<file path="src/rtl/instr_queue_pkg.sv">
// Shared constants for the instruction queue.
// Defaults, opcode encodings and the pointer-width rule.
package instr_queue_pkg;

  localparam int IQ_WIDTH = 16;
  localparam int IQ_DEPTH = 4;
  localparam int IQ_OP_W  = 4;

  typedef enum logic [3:0] {
    MOV_LD = 4'h0,
    MOV_ST = 4'h1,
    ADD    = 4'h2,
    LDC    = 4'h3,
    SUB    = 4'h4,
    JMPZ   = 4'h5
  } opcode_e;

  function automatic int ptr_w(input int depth);
    return $clog2(depth);
  endfunction

  localparam int IQ_PTR_W = ptr_w(IQ_DEPTH);

endpackage

</file>
<file path="src/rtl/instr_queue_mem.sv">
// Instruction queue storage: DEPTH x WIDTH registers.
// Synchronous write, asynchronous read, no reset.
module instr_queue_mem #(
  parameter int WIDTH = 16,
  parameter int DEPTH = 4,
  parameter int AW    = 2
) (
  input  logic             clk,
  input  logic             we,
  input  logic [AW-1:0]    waddr,
  input  logic [WIDTH-1:0] wdata,
  input  logic [AW-1:0]    raddr,
  output logic [WIDTH-1:0] rdata
);

  logic [WIDTH-1:0] mem [DEPTH];

  // write port: only an accepted push stores a word
  always_ff @(posedge clk) begin
    if (we) mem[waddr] <= wdata;
  end

  assign rdata = mem[raddr];

endmodule

</file>
<file path="src/rtl/instr_queue.sv">
// Circular instruction queue between fetch and the controller.
// Optional macro IRQ_BYPASS_EN: empty-queue in-to-out bypass.
module instr_queue
  import instr_queue_pkg::*;
#(
  parameter int WIDTH = IQ_WIDTH,
  parameter int DEPTH = IQ_DEPTH,
  parameter int OP_W  = IQ_OP_W
) (
  input  logic                       clk,
  input  logic                       reset,
  input  logic                       flush,
  input  logic                       in_valid,
  input  logic [WIDTH-1:0]           in_data,
  output logic                       in_ready,
  output logic                       out_valid,
  input  logic                       out_ready,
  output logic [WIDTH-1:0]           out_data,
  output logic [OP_W-1:0]            out_op,
  output logic [$clog2(DEPTH+1)-1:0] count
);

  localparam int AW = ptr_w(DEPTH);
  localparam int CW = $clog2(DEPTH+1);

  localparam logic [CW-1:0] FULL  = CW'(DEPTH);
  localparam logic [CW-1:0] C_ONE = CW'(1);
  localparam logic [AW-1:0] P_ONE = AW'(1);

  logic [AW-1:0]    wr_ptr;
  logic [AW-1:0]    rd_ptr;
  logic [WIDTH-1:0] rd_data;
  logic             stored;
  logic             bypass;
  logic             push;
  logic             pop;

  assign stored   = (count != '0);
  assign in_ready = (count != FULL);

`ifdef IRQ_BYPASS_EN
  assign bypass = !stored && !flush && in_valid;
`else
  assign bypass = 1'b0;
`endif

  // a bypassed word taken the same cycle is never stored
  assign push = in_valid && in_ready
                && !(bypass && out_ready);
  assign pop  = stored && out_ready;

  assign out_valid = stored || bypass;
  assign out_op    = out_data[WIDTH-1 -: OP_W];

  // head word: bypass, stored head, or zeros
  always_comb begin
    out_data = '0;
    if (bypass)      out_data = in_data;
    else if (stored) out_data = rd_data;
  end

  // pointers and occupancy; flush wins over push/pop
  always_ff @(posedge clk or posedge reset) begin
    if (reset) begin
      wr_ptr <= '0;
      rd_ptr <= '0;
      count  <= '0;
    end else if (flush) begin
      wr_ptr <= '0;
      rd_ptr <= '0;
      count  <= '0;
    end else begin
      if (push) wr_ptr <= wr_ptr + P_ONE;
      if (pop)  rd_ptr <= rd_ptr + P_ONE;
      unique case ({push, pop})
        2'b10:   count <= count + C_ONE;
        2'b01:   count <= count - C_ONE;
        default: count <= count;
      endcase
    end
  end

  instr_queue_mem #(
    .WIDTH(WIDTH),
    .DEPTH(DEPTH),
    .AW   (AW)
  ) u_mem (
    .clk  (clk),
    .we   (push && !flush),
    .waddr(wr_ptr),
    .wdata(in_data),
    .raddr(rd_ptr),
    .rdata(rd_data)
  );

endmodule

</file>
<file path="config.mk">
export PLATFORM = sky130hd
export DESIGN_NAME = instr_queue
export DESIGN_NICKNAME = d
export VERILOG_FILES = /design/src/rtl/instr_queue_pkg.sv /design/src/rtl/instr_queue_mem.sv /design/src/rtl/instr_queue.sv
export SDC_FILE = /design/constraint.sdc
export NUM_CORES = 1
export LEC_CHECK = 0
export CAP_MARGIN = 25
export CORE_MARGIN = 4
export CORE_UTILIZATION = 50
export DETAILED_ROUTE_END_ITERATION = 7
export PLACE_DENSITY_LB_ADDON = 0.1
export SLEW_MARGIN = 20
export SYNTH_ARGS = -nofsm -noshare
export SYNTH_HDL_FRONTEND = slang
export SYNTH_SLANG_ARGS = --single-unit
</file>
<file path="constraint.sdc">
create_clock -name clk -period 6.7 [get_ports clk]
set_clock_uncertainty 0.2 [all_clocks]
set_input_delay 1.34 -clock clk [delete_from_list [all_inputs] [get_ports clk]]
set_output_delay 1.34 -clock clk [all_outputs]
set_load 0.01 [all_outputs]
</file>
-- Yosys cells after proc, flatten, opt, wreduce, memory -nomap -nowiden
Memory sizes are Yosys's and may differ from the RTL's.
Cells that the tools add are included.
- $add $sub $neg: 4
- equality and inequality tests: 3
- multiplexer cells: 9
- reductions and logical operators: 8
- operators by type and width (cell ; count):
    $mux W16 ; 1
    $mux W2 ; 4
    $pmux W3 S2 ; 1
    $reduce_bool A3 Y1 ; 2
    $add A2 B1 Y2 const B ; 2
    $reduce_bool A2 Y1 ; 2
    $add A3 B1 Y3 const B ; 1
    $logic_and A1 B1 Y1 ; 3
    $mux W3 ; 1
    $ne A3 B3 Y1 const B ; 1
    $sub A3 B1 Y3 const B ; 1
    $eq A2 B1 Y1 const B ; 1
    $eq A2 B2 Y1 const B ; 1
    $mux W1 ; 2
    $logic_not A1 Y1 ; 1
- bits in registers: 7
- RAM bits: 64
- output and inout bits: 25
- logic and storage cells: 28
- memories: 1
- memory list (name ; depth ; bits a word ; read ports ; clocked after memory_dff ; write ports ; line ; RTL):
    u_mem.mem ; 4 ; 16 ; 1 ; 0 ; 1 ; instr_queue_mem.sv:16 ; logic [WIDTH-1:0] mem [DEPTH];

-- Logic depth before layout (Yosys ltp)
Gate-level depths: netlist of run 1.
- depth after elaboration: 5
- gate-level depth with buffers: 8

-- Hierarchy
A second synthesis of run 1 with hierarchy kept.
- cell total of the unflattened synthesis: 166
- area total of the unflattened synthesis: 3061.7 µm²
- by module, submodules not included (module ; instances ; cells each ; area each (µm²) ; sequential area each (µm²)):
    instr_queue_mem ; 1 ; 88 ; 2377.3 ; 1921.8
    instr_queue ; 1 ; 78 ; 684.4 ; 175.2

-- Worst setup path before layout of run 1
No wires, ideal clock.
- path type: reg-to-output
- start: register count[0]
- end: output port out_op[0]
- data arrival time: 1.472 ns
- setup slack: 3.688 ns
- cell stages (with the launch flop): 6
- cells stage by stage: dfrtp_1 -> buf_6 -> or3_1 -> clkbuf_1 -> and2_1 -> buf_4
- cells in the longest elaborated chain, start to end: 2
- RTL lines (item ; line ; RTL):
    from (decl) ; instr_queue.sv:20 ; output logic [$clog2(DEPTH+1)-1:0] count
    from (signal assigned) ; instr_queue.sv:76 ; 2'b10: count <= count + C_ONE;
    from (signal assigned) ; instr_queue.sv:77 ; 2'b01: count <= count - C_ONE;
    from (signal assigned) ; instr_queue.sv:78 ; default: count <= count;
    $reduce_bool A3 Y1 ; instr_queue.sv:38 ; assign stored = (count != '0);
    via out_valid ; instr_queue.sv:16 ; output logic out_valid,
    $mux W16 ; instr_queue.sv:59 ; else if (stored) out_data = rd_data;
    to (decl) ; instr_queue.sv:19 ; output logic [OP_W-1:0] out_op,
The timed path passes the listed nets, and every way through them passes these cells.

-- Worst setup path in the final report of run 1
- start: register rd_ptr[0]
- end: output port out_data[1]
- cells in the longest elaborated chain, start to end: 2
- RTL lines (item ; line ; RTL):
    from (decl) ; instr_queue.sv:31 ; logic [AW-1:0] rd_ptr;
    from (signal assigned) ; instr_queue.sv:74 ; if (pop) rd_ptr <= rd_ptr + P_ONE;
    $mem_v2 Z4 W16 ; -- ;
    $mux W16 ; instr_queue.sv:59 ;
    to (decl) ; instr_queue.sv:18 ; output logic [WIDTH-1:0] out_data,
No other way between the ends.

==> results.md, run 1 <==
- Status: completed
- Clock-pin slew on the worst setup and hold paths: 0.07 ns
- Fill count: 440
- Hold Startpoint: wr_ptr[1]$_DFFE_PP0P_
- Synthesized Nets: 198
- Std-Cell Core Area: 5920 um2
- Critical Path Source: rd_ptr[0]$_DFFE_PP0P_
- CP endpoint kind: primary output
- First-pass detailed-route iteration total: 5
- CTS tree: done
- DRT antenna net count: 0
- Reg power frac: 49.3%
- Cell row count: 28
- DRC viols: 0
- Post-DP HPWL: 3440 um
- Finish-stage setup viols: 0
- Routed vias: 1593
- FF-to-FF path depth: 6
- CP endpoint: out_data[1]
- Post-CTS sizing: 0
- GPL Wtd Cong: 0.734
- Die height: 86.1 um
- Largest net degree at the start of global routing: 21
- Routed WL: 5440 um
- Layout cells sized above 1: 11.9%
- Design Power: 1.06 mW
- CTS root buffer: clkbuf_8
- Vias per cell: 5.42
- Synth-to-Final Area Change: 20.9%
- Critical R2R Launch: count[1]$_DFFE_PP0P_
- GRT Overall Usage: 16.1%
- Yosys reg bits: 71
- Comb power frac: 21.0%
- Hold path depth: 2
- RSZ-0062 raised after global routing: false
- CTS Buf Count: 9
- Nets: 240
- HP Class: register to register
- Netlist Area Pre-Place: 3050 um2
- R2R Setup Slk: 3.89 ns
- Initial antenna violation count: 0
- Clock power share: 29.7%
- Slew Viols, Final: 0
- Iteration-0 DRC Markers: 80
- Max Fclk: 251 MHz
- R2R Path End: count[2]$_DFFE_PP0P_
- Switch share: 24.6%
- Final TNS setup: 0 ns
- Horiz. Die Dim: 86.1 um
- Clk_lat worst skew: 0.33 ns
- Hold bufs inserted after CTS: 0
- Rel. slew slack: 39.4%
- H-tree levels: 3
- P_leak: 1.24 nW
- Internal cell power: 801 uW
- Worst setup SP type: register
- # IOs: 46
- Max Root-Sink Buffers: 2
- WL/cell: 18.5 um
- Number of diodes: 0
- Vias in the first global route: 1676
- Synth warn: 0
- First-pass GRT wire length: 8620 um
- Crit Path Max Fanout: 12
- Peak VDD IR: 0.269 mV
- Post-Syn Instances: 172
- WP data required: 5.16 ns
- Max_cap viols: 0
- Slew @ Worst Pin: 0.909 ns
- Syn_area_per_cell: 17.7 um2
- Sink Count: 71
- Gr ovfl total: 0
- Starting Density: 51.6%
- PD cells: 288 nW/um2
- Synth cell types: 34
- P_sw: 261 uW
- Endpoints failing hold: 0
- Post-CTS Setup Bufs: 0
- Final min period: 3.98 ns
- Final period util: 59.5%
- Crit path kind: register to primary output
- Die area: 7420 um2
- Port Buf Inserts: 45
- Critical Path AT: 2.44 ns
- Sequential area share after synthesis: 68.7%
## how the worst min path moves through the flow
stage,to,slack [ns]
after floorplan,wr_ptr[1]$_DFFE_PP0P_,0.34
after detailed placement,wr_ptr[1]$_DFFE_PP0P_,0.37
final,wr_ptr[1]$_DFFE_PP0P_,0.38
after global routing,wr_ptr[1]$_DFFE_PP0P_,0.41
after global placement,wr_ptr[1]$_DFFE_PP0P_,0.35
after CTS,wr_ptr[1]$_DFFE_PP0P_,0.38
## power by group through the flow
stage	logic [mW]	clock network, mW	registers [mW]
2_1_floorplan	0.141	0	0.521
3_3_place_gp	0.205	0	0.538
3_5_place_dp	0.211	0	0.540
4_1_cts	0.212	0.321	0.531
5_1_grt	0.242	0.346	0.526
6_report	0.223	0.316	0.523
## stage by stage
step / utilization, % / cell area [um2] / instances / setup slack (ns) / hold slack, ns
2_1_floorplan: - / 3050 / 172 / 3.69 / 0.343
3_3_place_gp: 58.9 / 3480 / 277 / 2.78 / 0.352
3_5_place_dp: 58.9 / 3480 / 277 / 2.76 / 0.367
4_1_cts: 61.9 / 3660 / 293 / 2.37 / 0.376
5_1_grt: 62.4 / 3690 / 294 / 2.58 / 0.407
6_report: 62.4 / 3690 / 294 / 2.72 / 0.378
## registers in the layout, summed over array words and instances, names as in the netlist
name	count
u_mem.mem	64
wr_ptr	2
rd_ptr	2
count	3
## cells in the mapped netlist (all sizes together)
| cell | instances | area (um2) |
|---|---|---|
| xnor2 | 2 | 17.5 |
| nor3 | 1 | 5.00 |
| clkbuf | 2 | 7.51 |
| xor2 | 2 | 17.5 |
| or3b | 2 | 17.5 |
| inv | 3 | 11.3 |
| edfxtp | 64 | 1920 |
| ha | 4 | 50.1 |
| fa | 1 | 20.0 |
| nor4 | 1 | 6.26 |
| a31oi | 1 | 6.26 |
| and2 | 21 | 131 |
| o22ai | 1 | 6.26 |
| o21ai | 4 | 20.0 |
| mux2 | 1 | 11.3 |
| nand2 | 6 | 25.0 |
| nor2 | 7 | 26.3 |
| buf | 13 | 105 |
| nand2b | 1 | 6.26 |
| mux4 | 16 | 390 |
| a21oi | 2 | 10.0 |
| a41oi | 1 | 8.76 |
| nand3 | 5 | 30.0 |
| or3 | 2 | 12.5 |
| o211ai | 1 | 7.51 |
| and3 | 1 | 6.26 |
| dfrtp | 7 | 175 |
## layer usage
layer,vias to the layer above,GRT usage [%],routed length [um]
met5,-,0,0
met4,0,7.34,90
met3,9,4.51,327
met2,54,27.3,2880
met1,789,18.9,2140
li1,741,-,-
## placed cells by master (no fill, tap or decap), types with 3 or more instances in the layout
cell and count:
edfxtp_1 64, clkdlybuf4s50_1 45, and2_1 21, clkbuf_8 9
mux4_2 8, mux4_1 8, nor2_1 7, dfrtp_1 7
nand2_1 5, nand3_1 4, o21ai_0 4, ha_1 4
inv_1 3, clkinv_2 3
## cell families after synthesis
family	Yosys count	share of synthesized area (%)
buffers and inverters	18	4.06
AOI/OAI and AO/OA	10	1.93
and+or+nand+nor	47	8.73
adders and majority gates	5	2.30
DFF	71	68.7
xor gates and xnor gates	4	1.15
muxes	17	13.2
## layout make-up
type,count,area [um2],area share [%]
Timing Repair Buffer,46,478,12.9
Tap cell,75,93.8,2.54
Clock inverter,5,48.8,1.32
Inverter,3,11.3,0.305
Sequential cell,71,2100,56.8
Clock buffer,11,131,3.56
Multi-Input combinational cell,83,832,22.5
## critical path, cell delays in order, from the launching register on
cell,delay [ns]
dfrtp_1,0.65
buf_16,0.22
mux4_1,0.57
and2_1,0.19
clkdlybuf4s50_1,0.48
(Power assumes the default switching activity.)
==> run 2: changes to the inputs <==
CORE_UTILIZATION = 48   (was 50)
clock period = 3.44 ns   (was 6.7 ns; I/O delays follow)
==> run 2 against run 1 <==
Routed wire length rose by 1.2%. Hold slack better by 0.012 ns. Register-to-register slack worse by 3.3 ns. Clock power grew 110%. Sequential share of layout area is 0.68 points lower. Worst setup slack lost 2.5 ns. Flip-flop and latch count unchanged. Cell count rose by 1.7%. Final area rose by 1.2%.
==> results.md, run 2 (same netlist as run 1, synthesis figures left out) <==
- Status: completed
- CTS root buffer: clkbuf_8
- Top cell family by delay on the critical path: buffers and inverters
- Slew @ Worst Pin: 0.699 ns (-0.210 ns)
- CTS Buf Count: 9 (unchanged)
- Most common cell after layout, fill and taps aside: edfxtp_1
- P_leak: 1.28 nW (+2.6%)
- DRT antenna net count: 0 (unchanged)
- Switch share: 25.5% (+0.92 points)
- Vias in the first global route: 1701 (+1.5%)
- Post-DP HPWL: 3560 um (+3.7%)
- Initial antenna violation count: 0 (unchanged)
- FF-to-FF path depth: 6 (unchanged)
- GRT Overall Usage: 16.0% (-0.12 points)
- Std-Cell Core Area: 6060 um2 (+2.4%)
- Slew Viols, Final: 0 (unchanged)
- Critical R2R Launch: count[1]$_DFFE_PP0P_
- Cell row count: 28 (unchanged)
- HP Class: input port to asynchronous set/reset pin
- WL/cell: 18.4 um (-0.44%)
- Design Power: 2.10 mW (+98%)
- Clk_lat worst skew: 0.32 ns (about the same)
- Vias per cell: 5.41 (-0.13%)
- Synth-to-Final Area Change: 22.4%
- P_sw: 536 uW (+110%)
- Post-route cell area: 3740 um2 (+1.2%)
- Final period util: 94.8%
- Nets: 245 (+2.1%)
- Slowest-stage cell, CP: dfrtp_1
- R2R Setup Slk: 0.64 ns (-3.25 ns)
- Finish-stage setup viols: 0 (unchanged)
- Rel. slew slack: 53.4% (+14 points)
- Worst setup SP type: register
- Comb power frac: 20.9% (about the same)
- Clock-pin slew on the worst setup and hold paths: 0.07 ns (about the same)
- GPL Wtd Cong: 0.685 (-6.7%)
- Clock power share: 30.8% (+1.1 points)
- Post-CTS Setup Bufs: 0 (unchanged)
- Gr ovfl total: 0 (unchanged)
- Die height: 87.8 um (+1.9%)
- CTS tree: done
- CP Cell Sequence: buf_12 > mux4_1 > and2_1 > clkdlybuf4s50_1
- Routed WL: 5510 um (+1.2%)
- Placed Area: 3540 um2 (+1.7%)
- Starting Density: 50.4% (-1.2 points)
- Largest net degree at the start of global routing: 21 (unchanged)
- # IOs: 46 (unchanged)
- Worst path bufs/invs: 2 (unchanged)
- RSZ-0062 raised after global routing: false
- Largest register FFs: 64 (unchanged)
- Post-CTS sizing: 0 (unchanged)
- Port Buf Inserts: 45 (unchanged)
- Routed vias: 1618 (+1.6%)
- Endpoints failing hold: 0 (unchanged)
- Internal cell power: 1.57 mW (+95%)
- Crit path kind: register to primary output
- First-pass detailed-route iteration total: 5 (unchanged)
- Max Fclk: 307 MHz
- Number of diodes: 0 (unchanged)
- H-tree levels: 3 (unchanged)
- CP endpoint kind: primary output
- Crit Path Max Fanout: 14 (+2)
- Slowest stage delay, CP: 0.58 ns (-0.07 ns)
- Most frequent cells in the layout: edfxtp_1, clkdlybuf4s50_1, and2_1
- Final TNS setup: 0 ns (unchanged)
- Max_cap viols: 0 (unchanged)
- Peak VDD IR: 0.423 mV (+57%)
- WP data required: 2.55 ns (-2.61 ns)
- Die area: 7700 um2 (+3.8%)
- Regs by FF count: u_mem.mem: 64 flops, count: 3 flops
- First-pass GRT wire length: 8880 um (+3.0%)
- Critical Path AT: 2.37 ns (-0.07 ns)
- Top reg by flops: u_mem.mem
- DRC viols: 0 (unchanged)
- Layout cells sized above 1: 15.2% (+3.3 points)
- Final min period: 3.26 ns
- Iteration-0 DRC Markers: 54 (-33%)
- Sink Count: 71 (unchanged)
- R2R Path End: count[2]$_DFFE_PP0P_
- Max Root-Sink Buffers: 2 (unchanged)
- Critical path depth: 4 (unchanged)
- Horiz. Die Dim: 87.8 um (+1.9%)
- Hold bufs inserted after CTS: 0 (unchanged)
- PD cells: 562 nW/um2 (+95%)
- Reg power frac: 48.3% (-1.0 points)
## run 2: changes by cell type in the layout (fill, tap and decap cells not counted)
cell,previous run,this run
buf_4,0,5
clkbuf_1,2,0
buf_16,1,0
inv_6,0,1
clkinv_1,1,0
buf_12,0,1
clkinv_4,0,2
## run 2: final cells by class
cell class / instances / area (um2)
Inverter: 3 / 11.3
Fill cell: 463 / 2320
Tap cell: 75 / 93.8
Clock inverter: 7 / 71.3
Timing Repair Buffer: 51 / 508
Multi-Input combinational cell: 83 / 832
Clock buffer: 9 / 124
Sequential cell: 71 / 2100
## run 2: worst max-delay path by stage
stage               slack (ns)                   end                  start
global placement          0.50  count[2]$_DFFE_PP0P_               in_valid
finish                    0.18          out_data[15]  rd_ptr[0]$_DFFE_PP0P_
global route              0.03           out_data[1]   count[0]$_DFFE_PP0P_
detailed placement        0.37  count[2]$_DFFE_PP0P_               in_valid
CTS                       0.11          out_data[15]  rd_ptr[0]$_DFFE_PP0P_
floorplan                 1.02  count[2]$_DFFE_PP0P_   count[0]$_DFFE_PP0P_
## run 2: stage by stage
stage / setup WS, ns / util [%] / std cells / hold slack, ns
2_1_floorplan: 1.02 / - / 172 / 0.291
3_3_place_gp: 0.500 / 58.4 / 283 / 0.363
3_5_place_dp: 0.367 / 58.4 / 283 / 0.382
4_1_cts: 0.115 / 61.7 / 299 / 0.390
5_1_grt: 0.0297 / 61.7 / 299 / 0.392
6_report: 0.178 / 61.7 / 299 / 0.389
## run 2: metal layers
layer  up-vias  track usage (%)  routed length, um
met5         -                0                  0
met4         0             5.02                 44
met3         4             4.89                274
met2        37             26.4               2890
met1       823             20.3               2310
li1        754                -                  -
## run 2: power by group through the flow
stage / registers [mW] / clock network, mW / logic [mW]
floorplan: 1.02 / 0 / 0.275
global placement: 1.03 / 0 / 0.440
detailed placement: 1.03 / 0 / 0.445
CTS: 1.02 / 0.662 / 0.448
global route: 1.02 / 0.717 / 0.476
finish: 1.01 / 0.648 / 0.439
